### src/rtl/gsim_b_loader.sv
// Ping-pong b-vector buffer for the Gauss-Seidel solver: replays each
// stored vector as an unbroken N-cycle burst once the solver is idle.
module gsim_b_loader #(
    parameter int N  = 16,
    parameter int DW = 16
) (
    input  logic          clk,
    input  logic          reset,
    input  logic          s_valid,
    output logic          s_ready,
    input  logic [DW-1:0] s_data,
    input  logic          s_last,
    output logic          gs_in_en,
    output logic [DW-1:0] gs_b,
    input  logic          gs_out_valid,
    output logic          busy,
    output logic          vec_done,
    output logic          err_len
);
    localparam int IW = (N > 1) ? $clog2(N) : 1;
    localparam logic [IW-1:0] LAST  = IW'(N - 1);
    localparam logic [IW-1:0] FIRST = '0;

    typedef enum logic [1:0] {IDLE, SEND, WAIT} state_t;

    logic [DW-1:0] r_mem [2][N];
    state_t        r_state;
    state_t        w_state_nx;
    logic          r_wr_bank;
    logic          r_rd_bank;
    logic [IW-1:0] r_wr_idx;
    logic [IW-1:0] r_rd_idx;
    logic [IW-1:0] r_out_cnt;
    logic [1:0]    r_bank_full;
    logic          r_gs_in_en;
    logic [DW-1:0] r_gs_b;
    logic          r_vec_done;
    logic          r_err_len;

    logic [IW-1:0] w_rd_idx_nx;
    logic [IW-1:0] w_out_cnt_nx;
    logic          w_in_en_nx;
    logic [DW-1:0] w_gs_b_nx;
    logic          w_vec_done_nx;
    logic          w_clr;
    logic          w_accept;
    logic          w_wr_end;
    logic          w_short;
    logic          w_long;
    logic [1:0]    w_set_mask;
    logic [1:0]    w_clr_mask;

    assign s_ready  = !r_bank_full[r_wr_bank];
    assign w_accept = s_valid && s_ready;
    assign w_wr_end = w_accept && (r_wr_idx == LAST);
    assign w_short  = w_accept && s_last && (r_wr_idx != LAST);
    assign w_long   = w_wr_end && !s_last;

    // Set and clear always target different banks, so both may apply.
    assign w_set_mask = w_wr_end ? (2'b01 << r_wr_bank) : 2'b00;
    assign w_clr_mask = w_clr ? (2'b01 << r_rd_bank) : 2'b00;

    always_ff @(posedge clk) begin
        if (w_accept) begin
            r_mem[r_wr_bank][r_wr_idx] <= s_data;
        end
    end

    always_ff @(posedge clk or posedge reset) begin
        if (reset) begin
            r_wr_bank   <= 1'b0;
            r_wr_idx    <= '0;
            r_bank_full <= 2'b00;
            r_err_len   <= 1'b0;
        end else begin
            r_bank_full <= (r_bank_full | w_set_mask) & ~w_clr_mask;
            if (w_short || w_long) begin
                r_err_len <= 1'b1;
            end
            if (w_wr_end) begin
                r_wr_bank <= !r_wr_bank;
                r_wr_idx  <= '0;
            end else if (w_short) begin
                r_wr_idx <= '0;
            end else if (w_accept) begin
                r_wr_idx <= r_wr_idx + 1'b1;
            end
        end
    end

    always_comb begin
        w_state_nx    = r_state;
        w_rd_idx_nx   = r_rd_idx;
        w_out_cnt_nx  = r_out_cnt;
        w_in_en_nx    = 1'b0;
        w_gs_b_nx     = '0;
        w_vec_done_nx = 1'b0;
        w_clr         = 1'b0;
        unique case (r_state)
            IDLE: begin
                if (r_bank_full[r_rd_bank]) begin
                    w_state_nx  = SEND;
                    w_rd_idx_nx = FIRST;
                    w_in_en_nx  = 1'b1;
                    w_gs_b_nx   = r_mem[r_rd_bank][FIRST];
                end
            end
            SEND: begin
                if (r_rd_idx == LAST) begin
                    w_clr        = 1'b1;
                    w_state_nx   = WAIT;
                    w_out_cnt_nx = '0;
                end else begin
                    w_rd_idx_nx = r_rd_idx + 1'b1;
                    w_in_en_nx  = 1'b1;
                    w_gs_b_nx   = r_mem[r_rd_bank][w_rd_idx_nx];
                end
            end
            WAIT: begin
                if (gs_out_valid) begin
                    if (r_out_cnt == LAST) begin
                        w_state_nx    = IDLE;
                        w_vec_done_nx = 1'b1;
                    end else begin
                        w_out_cnt_nx = r_out_cnt + 1'b1;
                    end
                end
            end
            default: w_state_nx = IDLE;
        endcase
    end

    always_ff @(posedge clk or posedge reset) begin
        if (reset) begin
            r_state    <= IDLE;
            r_rd_bank  <= 1'b0;
            r_rd_idx   <= '0;
            r_out_cnt  <= '0;
            r_gs_in_en <= 1'b0;
            r_gs_b     <= '0;
            r_vec_done <= 1'b0;
        end else begin
            r_state    <= w_state_nx;
            r_rd_idx   <= w_rd_idx_nx;
            r_out_cnt  <= w_out_cnt_nx;
            r_gs_in_en <= w_in_en_nx;
            r_gs_b     <= w_gs_b_nx;
            r_vec_done <= w_vec_done_nx;
            if (w_clr) begin
                r_rd_bank <= !r_rd_bank;
            end
        end
    end

    assign gs_in_en = r_gs_in_en;
    assign gs_b     = r_gs_b;
    assign busy     = (r_state != IDLE);
    assign vec_done = r_vec_done;
    assign err_len  = r_err_len;
endmodule

### config.mk
export PLATFORM = sky130hd
export DESIGN_NAME = gsim_b_loader
export DESIGN_NICKNAME = d
export VERILOG_FILES = /design/src/rtl/gsim_b_loader.sv
export SDC_FILE = /design/constraint.sdc
export NUM_CORES = 1
export LEC_CHECK = 0
export CAP_MARGIN = 0
export CORE_MARGIN = 3
export CORE_UTILIZATION = 40
export CTS_CLUSTER_DIAMETER = 30
export DETAILED_ROUTE_END_ITERATION = 10
export GPL_ROUTABILITY_DRIVEN = 0
export GPL_TIMING_DRIVEN = 0
export REMOVE_ABC_BUFFERS = 1
export SETUP_SLACK_MARGIN = 0.05
export SLEW_MARGIN = 20
export SYNTH_ARGS = -nofsm -noshare
export SYNTH_HDL_FRONTEND = slang
export SYNTH_SLANG_ARGS = --single-unit
export TNS_END_PERCENT = 20
### constraint.sdc
create_clock -name clk -period 3.62 [get_ports clk]
set_input_delay 1.086 -clock clk [delete_from_list [all_inputs] [get_ports clk]]
set_output_delay 1.086 -clock clk [all_outputs]
set_load 0.1 [all_outputs]
Word level (Yosys, flattened, before mapping)
Memory sizes are Yosys's and may differ from the RTL's.
Index checks and enable logic that the tools add are counted.

word-level totals
  register bits = 37
  latch bits = 0
  bits in writable memories = 512
  bits in read-only memories = 0
  bits of input ports = 21
  output and inout port bits = 21
  memories kept = 1

cells by class
  add/sub/neg operators = 3
  multiply operators = 0
  div/mod/pow operators = 0
  magnitude comparators = 5
  equal/unequal tests = 12
  shift-type cells = 2
  multiplexer cells = 39
  bitwise gates (word level) = 5
  reductions and logical operators = 19

memory list
  memory  depth  bits a word  read ports  clocked after Yosys merged registers in  write ports  line  RTL
  r_mem   2      256          1           0                                        1            26    logic [DW-1:0] r_mem [2][N];

operator list
  cell                 number
  $mux 256             1
  $mux 16              5
  $bmux 16 s4          1
  $demux 16 s4         1
  $mux 4               8
  $pmux 16 s2          1
  $pmux 4 s2           2
  $add 4x1->4 const B  3
  $eq 4x4->1 const B   3
  $mux 1               12
  $mux 2               6
  $ne 2x2->1 const B   6
  $ge 5x5->1 const B   2
  $not 4->5            2
  $reduce_and 4->1     2
  $logic_and 1x1->1    6
  $pmux 2 s3           1
  $reduce_bool 2->1    3
  $lt 5x1->1 const B   1
  $logic_not 1->1      4
  $lt 1x2->1 const B   2
  $ne 4x4->1 const B   1
  $shl 1x1->2 const A  2
  $reduce_and 3->1     1
  other kinds (9)      9

Longest topological paths before layout
Gate-level depths: netlist (run 1).

  depth in word-level cells = 8
  mapped depth = 8

Worst setup path after synthesis (run 1)
OpenSTA, ideal clock, no wires.

  path type = reg-to-reg
  start = register r_wr_bank
  end = memory r_mem[0][16] (netlist name), enable pin
  setup time = 409 ps
  arrival = 3857 ps
  required time = 3211 ps
  slack = -647 ps
  cell stages (with the launch flop) = 6
  buffers on the path = 1
  path through = dfrtp_1 -> mux2i_1 -> and2_1 -> clkbuf_1 -> nand2_1 -> nor3_1

on the way
  cells in the longest elaborated chain, start to end = 6

ends and longest elaborated chain
  element                                    line  RTL
  start, declared                            29    logic r_wr_bank;
  start signal, assigned                     81    r_wr_bank <= !r_wr_bank;
  $mux 1 (not written as such) (2 in a row)  53    assign s_ready = !r_bank_full[r_wr_bank];
  $logic_not 1->1                            53
  named net s_ready                          10    output logic s_ready,
  $logic_and 1x1->1                          54    assign w_accept = s_valid && s_ready;
  $mux 1                                     64    if (w_accept) begin
  $mux 256 (not written as such)             65    r_mem[r_wr_bank][r_wr_idx] <= s_data;
  end, declared                              26

The timed path passes the listed nets, and every way through them passes these cells. The select of a mux whose other input is x is not followed.

Worst setup path after layout (run 1)
  start = register r_state[0]
  end = output port busy

on the way
  cells in the longest elaborated chain, start to end = 1

ends and longest elaborated chain
  element                 line  RTL
  start, declared         27    state_t r_state;
  start signal, assigned  143   r_state <= w_state_nx;
  $reduce_bool 2->1       157   assign busy = (r_state != IDLE);
  end, declared           16    output logic busy,

Every way passes these cells.

==> results of run 1 <==
[worst paths after layout]
check | start | endpoint | slack [ps] | depth (start not counted)
setup reg to reg | r_rd_idx[0]$_DFFE_PP0P_ | gs_b[1]$_DFF_PP0_ | 190 | 8
max in group asynchronous | reset | r_rd_bank$_DFFE_PP0N_ | 2400 | 3
hold reg to reg | r_out_cnt[0]$_DFFE_PP0P_ | r_out_cnt[0]$_DFFE_PP0P_ | 510 | 1
min in group asynchronous | reset | gs_b[11]$_DFF_PP0_ | 730 | 2
hold / removal | r_out_cnt[0]$_DFFE_PP0P_ | r_out_cnt[0]$_DFFE_PP0P_ | 510 | 1
setup / recovery | r_state[0]$_DFFE_PP0P_ | busy | 180 | 2
[final cells by class]
class | instances | area [µm²]
Inverter | 6 | 22.5
Tap cell | 688 | 861
Multi-Input combinational cell | 415 | 4950
Clock buffer | 125 | 2800
Sequential cell | 549 | 16300
Clock inverter | 77 | 783
Fill cell | 4148 | 25900
Timing Repair Buffer | 90 | 1140
[synthesized netlist by cell type, types with 6 or more instances]
cell type and number:
mux2i_1 50, nor3_1 7, o32ai_1 14, mux4_2 128
dfrtp_1 37, nand3_1 7, nand2_1 79, nor2_1 38
a32o_1 32, ha_1 6, clkbuf_1 18, buf_4 9
o21ai_0 9, inv_1 6, edfxtp_1 512, buf_2 22
[flip-flops by register name (all words and copies together), names as in the netlist, 2 cells and up]
name / flops
r_mem: 512
gs_b: 16
r_out_cnt: 4
r_rd_idx: 4
r_wr_idx: 4
r_bank_full: 2
r_state: 2
[cell families (layout without fill, tap and decap cells)]
logic type	after synthesis	after routing	synth area share, %
flops	549	549	76.0
mux	179	179	15.8
simple gates	154	154	3.15
compound gates	68	68	2.79
buf+inv	60	298	1.44
xor+xnor	8	8	0.414
fa+ha+maj	6	6	0.350
[worst max-delay path, stage by stage (launching register included)]
cell and delay, ps:
dfrtp_1 420, or2_2 330, clkdlybuf4s50_1 970
[through the flow]
step | TNS (ps) | utilization (%) | cell area, µm²
5_1_grt | 0 | 50.9 | 26900
3_5_place_dp | 0 | 44.2 | 23300
6_report | 0 | 50.9 | 26900
3_3_place_gp | -394470 | 42.5 | 22400
2_1_floorplan | -238340 | - | 21200
4_1_cts | 0 | 51.0 | 26900
[what timing repair did]
| item | CTS | global route |
|---|---|---|
| hold buffers | 0 | 0 |
| gates resized for setup | 3 | 0 |
| setup endpoints to repair | 1 | 0 |
[placed cells by master (no fill, tap or decap), types with 6 or more instances in the layout]
cell type / Yosys / final
edfxtp_1: 512 / 512
clkinvlp_4: 0 / 16
clkinv_2: 0 / 14
ha_1: 6 / 6
nand3_1: 7 / 7
clkbuf_8: 0 / 8
clkbuf_16: 0 / 106
clkdlybuf4s50_1: 0 / 24
buf_8: 0 / 22
clkinv_1: 0 / 12
buf_6: 3 / 8
bufinv_16: 0 / 11
nor2_1: 38 / 9
clkbuf_1: 18 / 11
buf_16: 0 / 11
nand2_1: 79 / 79
o32ai_1: 14 / 14
mux4_2: 128 / 128
mux2i_1: 50 / 50
a32o_1: 32 / 32
buf_2: 22 / 16
dfrtp_1: 37 / 35
o21ai_0: 9 / 9
clkinv_4: 0 / 12
buf_4: 9 / 6
nor2_2: 0 / 27
inv_6: 0 / 11
[power by group through the flow]
stage | Sequential, mW | Clock (mW) | Combinational [mW]
after global placement | 7.24 | 0 | 0.435
final | 7.12 | 9.55 | 0.466
after detailed placement | 7.24 | 0 | 0.473
after global routing | 7.12 | 10.1 | 0.512
after CTS | 7.12 | 9.70 | 0.476
after floorplan | 7.23 | 0 | 0.235
[layer usage]
metal / part of all wire [%] / wire length, µm
met3: 5.6 / 2720
met2: 49 / 23900
met4: 1.9 / 921
met5: 0 / 0
met1: 43 / 20800
==> flow_summary.ini, run 1 <==
[power]
pwr-share-seq_pct = 41.6
p_leak_nw = 8.61
p_switching_mw = 3.59
p_clk_share_pct = 55.7
p_sw_share_pct = 21.0
power.density_nw_per_um2 = 638
internal-power_mw = 13.5
combPwrFrac_pct = 2.7
ir_worst_vdd_v = 0.000325
power_mw = 17.1

[die]
die_h_um = 238
die_area_um2 = 56400
start_util_pct = 40.6
num_rows = 84
io_pins = 42
core_um2 = 52800
die_w_um = 238

[synth]
ys_types = 43
synth.cell_area_um2 = 21400
synth_area_leaders = edfxtp_1, mux4_2, dfrtp_1, mux2i_1, a32o_1
synth_largest_area_cell = edfxtp_1
ys_seq_area_share_pct = 76.0
synth_warnings = 0
synth_top_area_share_pct = 71.7
synth.avg_cell_area_um2 = 20.9
synth_cells = 1024
synth_edf_count = 512
ys_ff_latch = 549
synthArstFlopShare_pct = 6.74
ys_dominant_reg_cell = edfxtp_1

[global_route]
grt-busiest-layer = met2
grt_use_met1_pct = 24.0
grt_max_degree = 43
overflow = 0
grt_use_met2_pct = 28.5
grt_usage_pct = 17.5
grt_pass1_wl_um = 72600
grt_pass1_vias = 11200
grt_antenna_before_repair = 0
met3_usage_pct = 4.07

[worst_setup_path]
path_class = register to output port
cp-start-kind = register
worst-path-max-fanout = 6
cp-end-kind = output port
cp.required_ps = 2530
worstPathArrival_ps = 2360

[clock_tree]
htreeDepth = 3
cts_tree = built
clock_latency_ps = 630
clock_sinks = 549
cts_buffers = 106
clk_path_buf_depth = 3
cts_root_buf = clkbuf_16
clk_pin_slew_ps = 50
post-cts-setup-buffers = 0

[drt]
drc = 0
first_pass_iters = 5
wl_per_cell_um = 24.8
routed_via_density = 5.46
routed_wirelength_um = 48300
ant_nets = 0
vias = 10700
first_iter_violations = 866

[finish]
syn_to_final_growth_pct = 25.3
drive_gt1_share_pct = 33.3
insertedDiodeCount = 0
nNetsFinal = 1195
finalNonFillerCells = 1950

[timing]
finalWorstSetupSlack_ps = 178
hold_viol_final = 0
fin_skew_ps = 17.9
slew_viol_final = 0
worst_hold_slack_ps = 510
maxSlewHeadroom_pct = 34.1
rsz0062_at_grt = false
setup_violations = 0
fmax_mhz = 291
final.period_utilization_pct = 95.1
fin_crit_ps = 3440
tightest_slew_ps = 986

[place]
dp_cells = 1748
io_buffers = 41
hpwl_um = 30600
place_ws_ps = 136

[min_path]
hold_path_class = register to register

[run]
drv_cap = 0

[status]
status = finished clean
Note: power is estimated with default switching activity, not from simulation.
==> run 2, diff against run 1 <==
CORE_ASPECT_RATIO = 0.8   (was unset)
==> run 2 against run 1 <==
Critical path depth unchanged; worst hold slack got worse by 2.7 ps; clock skew increased by 1.8 ps; maximum frequency decreased by 1.5%; via count decreased by 0.31%; clock-buffer cell count decreased by 19; worst setup slack got worse by 54 ps; global-route usage increased by 0.12 points; sequential power about the same; combinational power about the same; flip-flop and latch count unchanged; sequential share of layout area increased by 1.0 points; critical path type unchanged; critical endpoint is now s_ready; largest cell class unchanged.
==> flow_summary.ini, run 2 (synthesis results as in run 1) <==
[drt]
wl_per_cell_um = 25.2
first_iter_violations = 1045
routed_via_density = 5.51
vias = 10600
drc = 0
routed_wirelength_um = 48500
ant_nets = 0
first_pass_iters = 5

[clock_tree]
cts_buffers = 90
clock_latency_ps = 600
clock_sinks = 549
clk_path_buf_depth = 3
clk_pin_slew_ps = 50
cts_hold_buf = 0
cts_tree = built
htreeDepth = 3
cts_root_buf = clkbuf_16

[die]
num_rows = 75
start_util_pct = 40.7
core_um2 = 52700
io_pins = 42
die_h_um = 213
die_w_um = 265
die_area_um2 = 56400

[finish]
largest_reg_flops = 512
layout_common_cells = edfxtp_1, mux4_2, clkbuf_16, nand2_1, mux2i_1
fillers = 4201
final_common_cell = edfxtp_1
top_register = r_mem
syn_to_final_growth_pct = 23.2
seq_area_um2 = 16300
drive_gt1_share_pct = 32.5
nNetsFinal = 1181
multi_input_area_um2 = 4950

[place]
hpwl_um = 30500
io_buffers = 41
place_ws_ps = -80.4

[status]
status = finished clean

[worst_setup_path]
cp-start-kind = register
cp-end-kind = output port
cp_slowest_cell = dfrtp_1
path_class = register to output port
cp_cell_sequence = mux2i_1 > clkdlybuf4s15_2
cp.required_ps = 2530
crit_path_max_incr_delay_ps = 670
critPathBufInv = 1
worst-path-max-fanout = 14
ff2ff_setup_slack_ps = 350
cpLargestDelayFamily = flip-flops
worstPathArrival_ps = 2410

[power]
power.density_nw_per_um2 = 614
power_mw = 16.2
ir_worst_vdd_v = 0.000357
p_leak_nw = 8.40

[global_route]
grt_antenna_before_repair = 1
grt_pass1_wl_um = 72700
overflow = 0
grt_usage_pct = 17.6
grt_pass1_vias = 11000
grt_max_degree = 45

[timing]
slew_viol_final = 0
finalWorstSetupSlack_ps = 124
hold_viol_final = 0
fin_skew_ps = 19.7
fin_crit_ps = 3500
setup_violations = 0
tightest_slew_ps = 997
rsz0062_at_grt = false
worst_hold_slack_ps = 508
final.period_utilization_pct = 96.6
fmax_mhz = 286
maxSlewHeadroom_pct = 33.3

[run]
drv_cap = 0

[min_path]
hold_path_class = register to register
## run 2: cell types whose count changed in the layout (fill, tap and decap cells not counted), moves of 3 or more
cell | previous run | this run
clkinvlp_4 | 16 | 12
clkinv_2 | 14 | 10
clkbuf_16 | 106 | 95
buf_6 | 8 | 12
buf_8 | 22 | 19
clkbuf_8 | 8 | 2
clkinv_4 | 12 | 8
inv_8 | 0 | 7
clkinv_1 | 12 | 4
## run 2: per-layer routing
| metal | wire length [µm] | vias to the layer above | global-route usage [%] | share of wire [%] |
|---|---|---|---|---|
| met5 | 165 | - | 2.11 | 0.34 |
| met4 | 1170 | 2 | 5.45 | 2.4 |
| met3 | 4090 | 76 | 5.16 | 8.4 |
| met2 | 21700 | 375 | 26.0 | 45 |
| met1 | 21400 | 5604 | 25.3 | 44 |
| li1 | - | 4562 | - | - |
## run 2: worst register-to-register path, delay by kind of cell, from the launching register on
| family | cells | cell delay [ps] |
|---|---|---|
| buffers and inverters | 2 | 470 |
| DFF | 1 | 670 |
| muxes | 1 | 510 |
| and+or+nand+nor | 3 | 1310 |
## run 2: metrics by stage
step / area, µm² / cells / setup TNS [ps] / utilization (%)
after floorplan: 21200 / 970 / -238340 / -
after global placement: 22400 / 1704 / -403150 / 42.5
after detailed placement: 23300 / 1754 / -579 / 44.2
after CTS: 26400 / 1923 / 0 / 50.1
after global routing: 26400 / 1924 / 0 / 50.1
final: 26400 / 1926 / 0 / 50.1
## run 2: power by group
part / switching (mW) / internal [mW]
Sequential: 0.0580 / 7.06
Clock: 3.09 / 5.55
Combinational: 0.322 / 0.147
Total: 3.47 / 12.8
## run 2: final cells by class
cell class,instances,share of cell area [%]
antenna,2,0.0189
clock buffer,106,9.23
timing repair buffer,92,4.31
multi-input combinational,415,18.7
clock inverter,63,2.60
inverter,6,0.0852
sequential,549,61.7
tap,693,3.28
## run 2: path summary, 6_finish.rpt
path,startpoint,end,depth (start not counted)
worst max-delay path,r_wr_bank$_DFFE_PP0N_,s_ready,2
worst min-delay path,r_out_cnt[0]$_DFFE_PP0P_,r_out_cnt[0]$_DFFE_PP0P_,1
worst max register to register,r_wr_bank$_DFFE_PP0N_,r_mem[0][26]$_DFFE_PP_,6
worst min register to register,r_out_cnt[0]$_DFFE_PP0P_,r_out_cnt[0]$_DFFE_PP0P_,1
max in group asynchronous,reset,r_rd_idx[0]$_DFFE_PP0P_,3
min in group asynchronous,reset,r_bank_full[0]$_DFF_PP0_,2
## run 2: repair_timing
action / CTS / global route
endpoints found under the setup margin: 2 / 1
pin swaps: 0 / 1
cloned: 0 / 0
setup buffers: 0 / 1
hold endpoints to repair: 0 / 0
gates resized for setup: 4 / 0
==> run 3, diff against run 2 <==
REMOVE_ABC_BUFFERS = unset   (was 1)
==> run 3 against run 2 <==
Critical path depth unchanged; maximum frequency is 2.3% higher; largest cell class unchanged; clock skew decreased by 2.4 ps; via count increased by 4.4%; worst setup slack improved by 78 ps; combinational power up 4.5%; highest routed layer unchanged; clock power increased by 2%; die area is the same; critical path type unchanged.
==> flow_summary.ini, run 3 (synthesis results as in run 1) <==
[global_route]
grt_max_degree = 33
grt_antenna_before_repair = 6
grt_usage_pct = 19.6
grt_pass1_wl_um = 78300
overflow = 0
grt_pass1_vias = 11200

[timing]
final.period_utilization_pct = 94.4
worst_hold_slack_ps = 454
fmax_mhz = 293
tightest_slew_ps = 1000
slew_viol_final = 0
maxSlewHeadroom_pct = 33.0
fin_crit_ps = 3420
hold_viol_final = 0
rsz0062_at_grt = false
finalSetupTns_ps = 0
fin_skew_ps = 17.3
setup_violations = 0

[drt]
routed_wirelength_um = 54200
ant_nets = 0
first_iter_violations = 1313
wl_met3_um = 5290
vias = 11100
routed_via_density = 5.67
first_pass_iters = 6
drc = 0
top_layer = met5
drt-met1-wl_um = 23500
wl_met2_um = 24200
wl_per_cell_um = 27.8

[worst_setup_path]
reg2reg_from = r_rd_idx[0]$_DFFE_PP0P_
cpLargestDelayFamily = buffers and inverters
worstPathArrival_ps = 2330
cp_cell_sequence = mux2i_2 > dlygate4sd2_1
ff2ff_setup_slack_ps = 600
crit_path_max_incr_delay_ps = 890
critPathBufInv = 1
worst-path-max-fanout = 5
cp.required_ps = 2530
path_class = register to output port
cp-end-kind = output port
cp_slowest_cell = dlygate4sd2_1
cp-start-kind = register
worst-path-stages = 2
rr_endpoint = gs_b[2]$_DFF_PP0_
rr_worst_depth = 7

[die]
die_area_um2 = 56400
die_w_um = 265
die_h_um = 213
start_util_pct = 40.7
io_pins = 42
num_rows = 75
core_um2 = 52700

[clock_tree]
cts_hold_buf = 0
clk_pin_slew_ps = 50
htreeDepth = 3
cts_root_buf = clkbuf_16
post-cts-setup-buffers = 0
clock_latency_ps = 610
cts_resized = 1
cts_tree = built
clk_path_buf_depth = 3
cts_buffers = 89
clock_sinks = 549

[finish]
fin_util_pct = 50.0
top_register = r_mem
syn_to_final_growth_pct = 22.9
layout_common_cells = edfxtp_1, mux4_2, clkbuf_16, nand2_1, mux2i_1
largest_reg_flops = 512
nNetsFinal = 1211
insertedDiodeCount = 0
drive_gt1_share_pct = 32.0
final_common_cell = edfxtp_1

[place]
hpwl_um = 36000
io_buffers = 41

[power]
p_leak_nw = 8.43
p_sw_share_pct = 21.3
ir_worst_vdd_v = 0.000379
p_switching_mw = 3.49
combPwrFrac_pct = 3.0
power.density_nw_per_um2 = 623
power_mw = 16.4
p_clk_share_pct = 53.7
pwr-share-seq_pct = 43.3
internal-power_mw = 12.9

[synth]
syn-num-nets = 1051

[min_path]
hp-start = err_len$_DFFE_PP0P_
holdPathEnd = err_len$_DFFE_PP0P_
min_path_cells = 1
hold_path_class = register to register

[run]
drv_cap = 0

[status]
status = finished clean
==> run 3: layout make-up <==
cell class	count	area (µm²)
buffer	54	287
fill	4208	26400
sequential	549	16300
timing repair buffer	69	717
clock buffer	101	2380
tap	693	867
multi-input combinational	415	4970
inverter	6	22.5
clock inverter	67	807
==> run 3: worst max-delay path by stage <==
| stage | to | start |
|---|---|---|
| floorplan | r_mem[1][144]$_DFFE_PP_ | r_wr_bank$_DFFE_PP0N_ |
| global placement | r_mem[1][107]$_DFFE_PP_ | s_valid |
| detailed placement | r_mem[0][183]$_DFFE_PP_ | s_valid |
| CTS | s_ready | r_wr_bank$_DFFE_PP0N_ |
| global route | s_ready | r_wr_bank$_DFFE_PP0N_ |
| finish | s_ready | r_wr_bank$_DFFE_PP0N_ |
==> run 3: worst reg2reg max path, cell delays in order, from the launching register on <==
cell and delay, ps:
dfrtp_1 350, buf_2 170, buf_2 220, buf_1 730, mux4_2 370, mux2i_1 100
a32o_1 300, o32ai_1 620
==> run 3: power by group through the flow <==
| stage | logic (mW) | clock network, mW | registers (mW) |
|---|---|---|---|
| after floorplan | 0.244 | 0 | 7.23 |
| after global placement | 0.463 | 0 | 7.23 |
| after detailed placement | 0.494 | 0 | 7.23 |
| after CTS | 0.496 | 8.94 | 7.11 |
| after global routing | 0.533 | 9.28 | 7.11 |
| final | 0.490 | 8.83 | 7.11 |
==> run 3: per-stage QoR <==
stage | instance area, µm² | setup WS [ps] | std cells
5_1_grt | 26300 | 117 | 1954
6_report | 26300 | 202 | 1954
2_1_floorplan | 21500 | 331 | 1024
3_3_place_gp | 22700 | -735 | 1758
3_5_place_dp | 23200 | -69.6 | 1786
4_1_cts | 26400 | 157 | 1954
==> run 3: metal layers <==
metal | GRT usage [%] | up-vias
met1 | 28.6 | 5871
met3 | 6.01 | 87
met5 | 2.03 | -
li1 | - | 4620
met4 | 5.24 | 6
met2 | 28.8 | 499
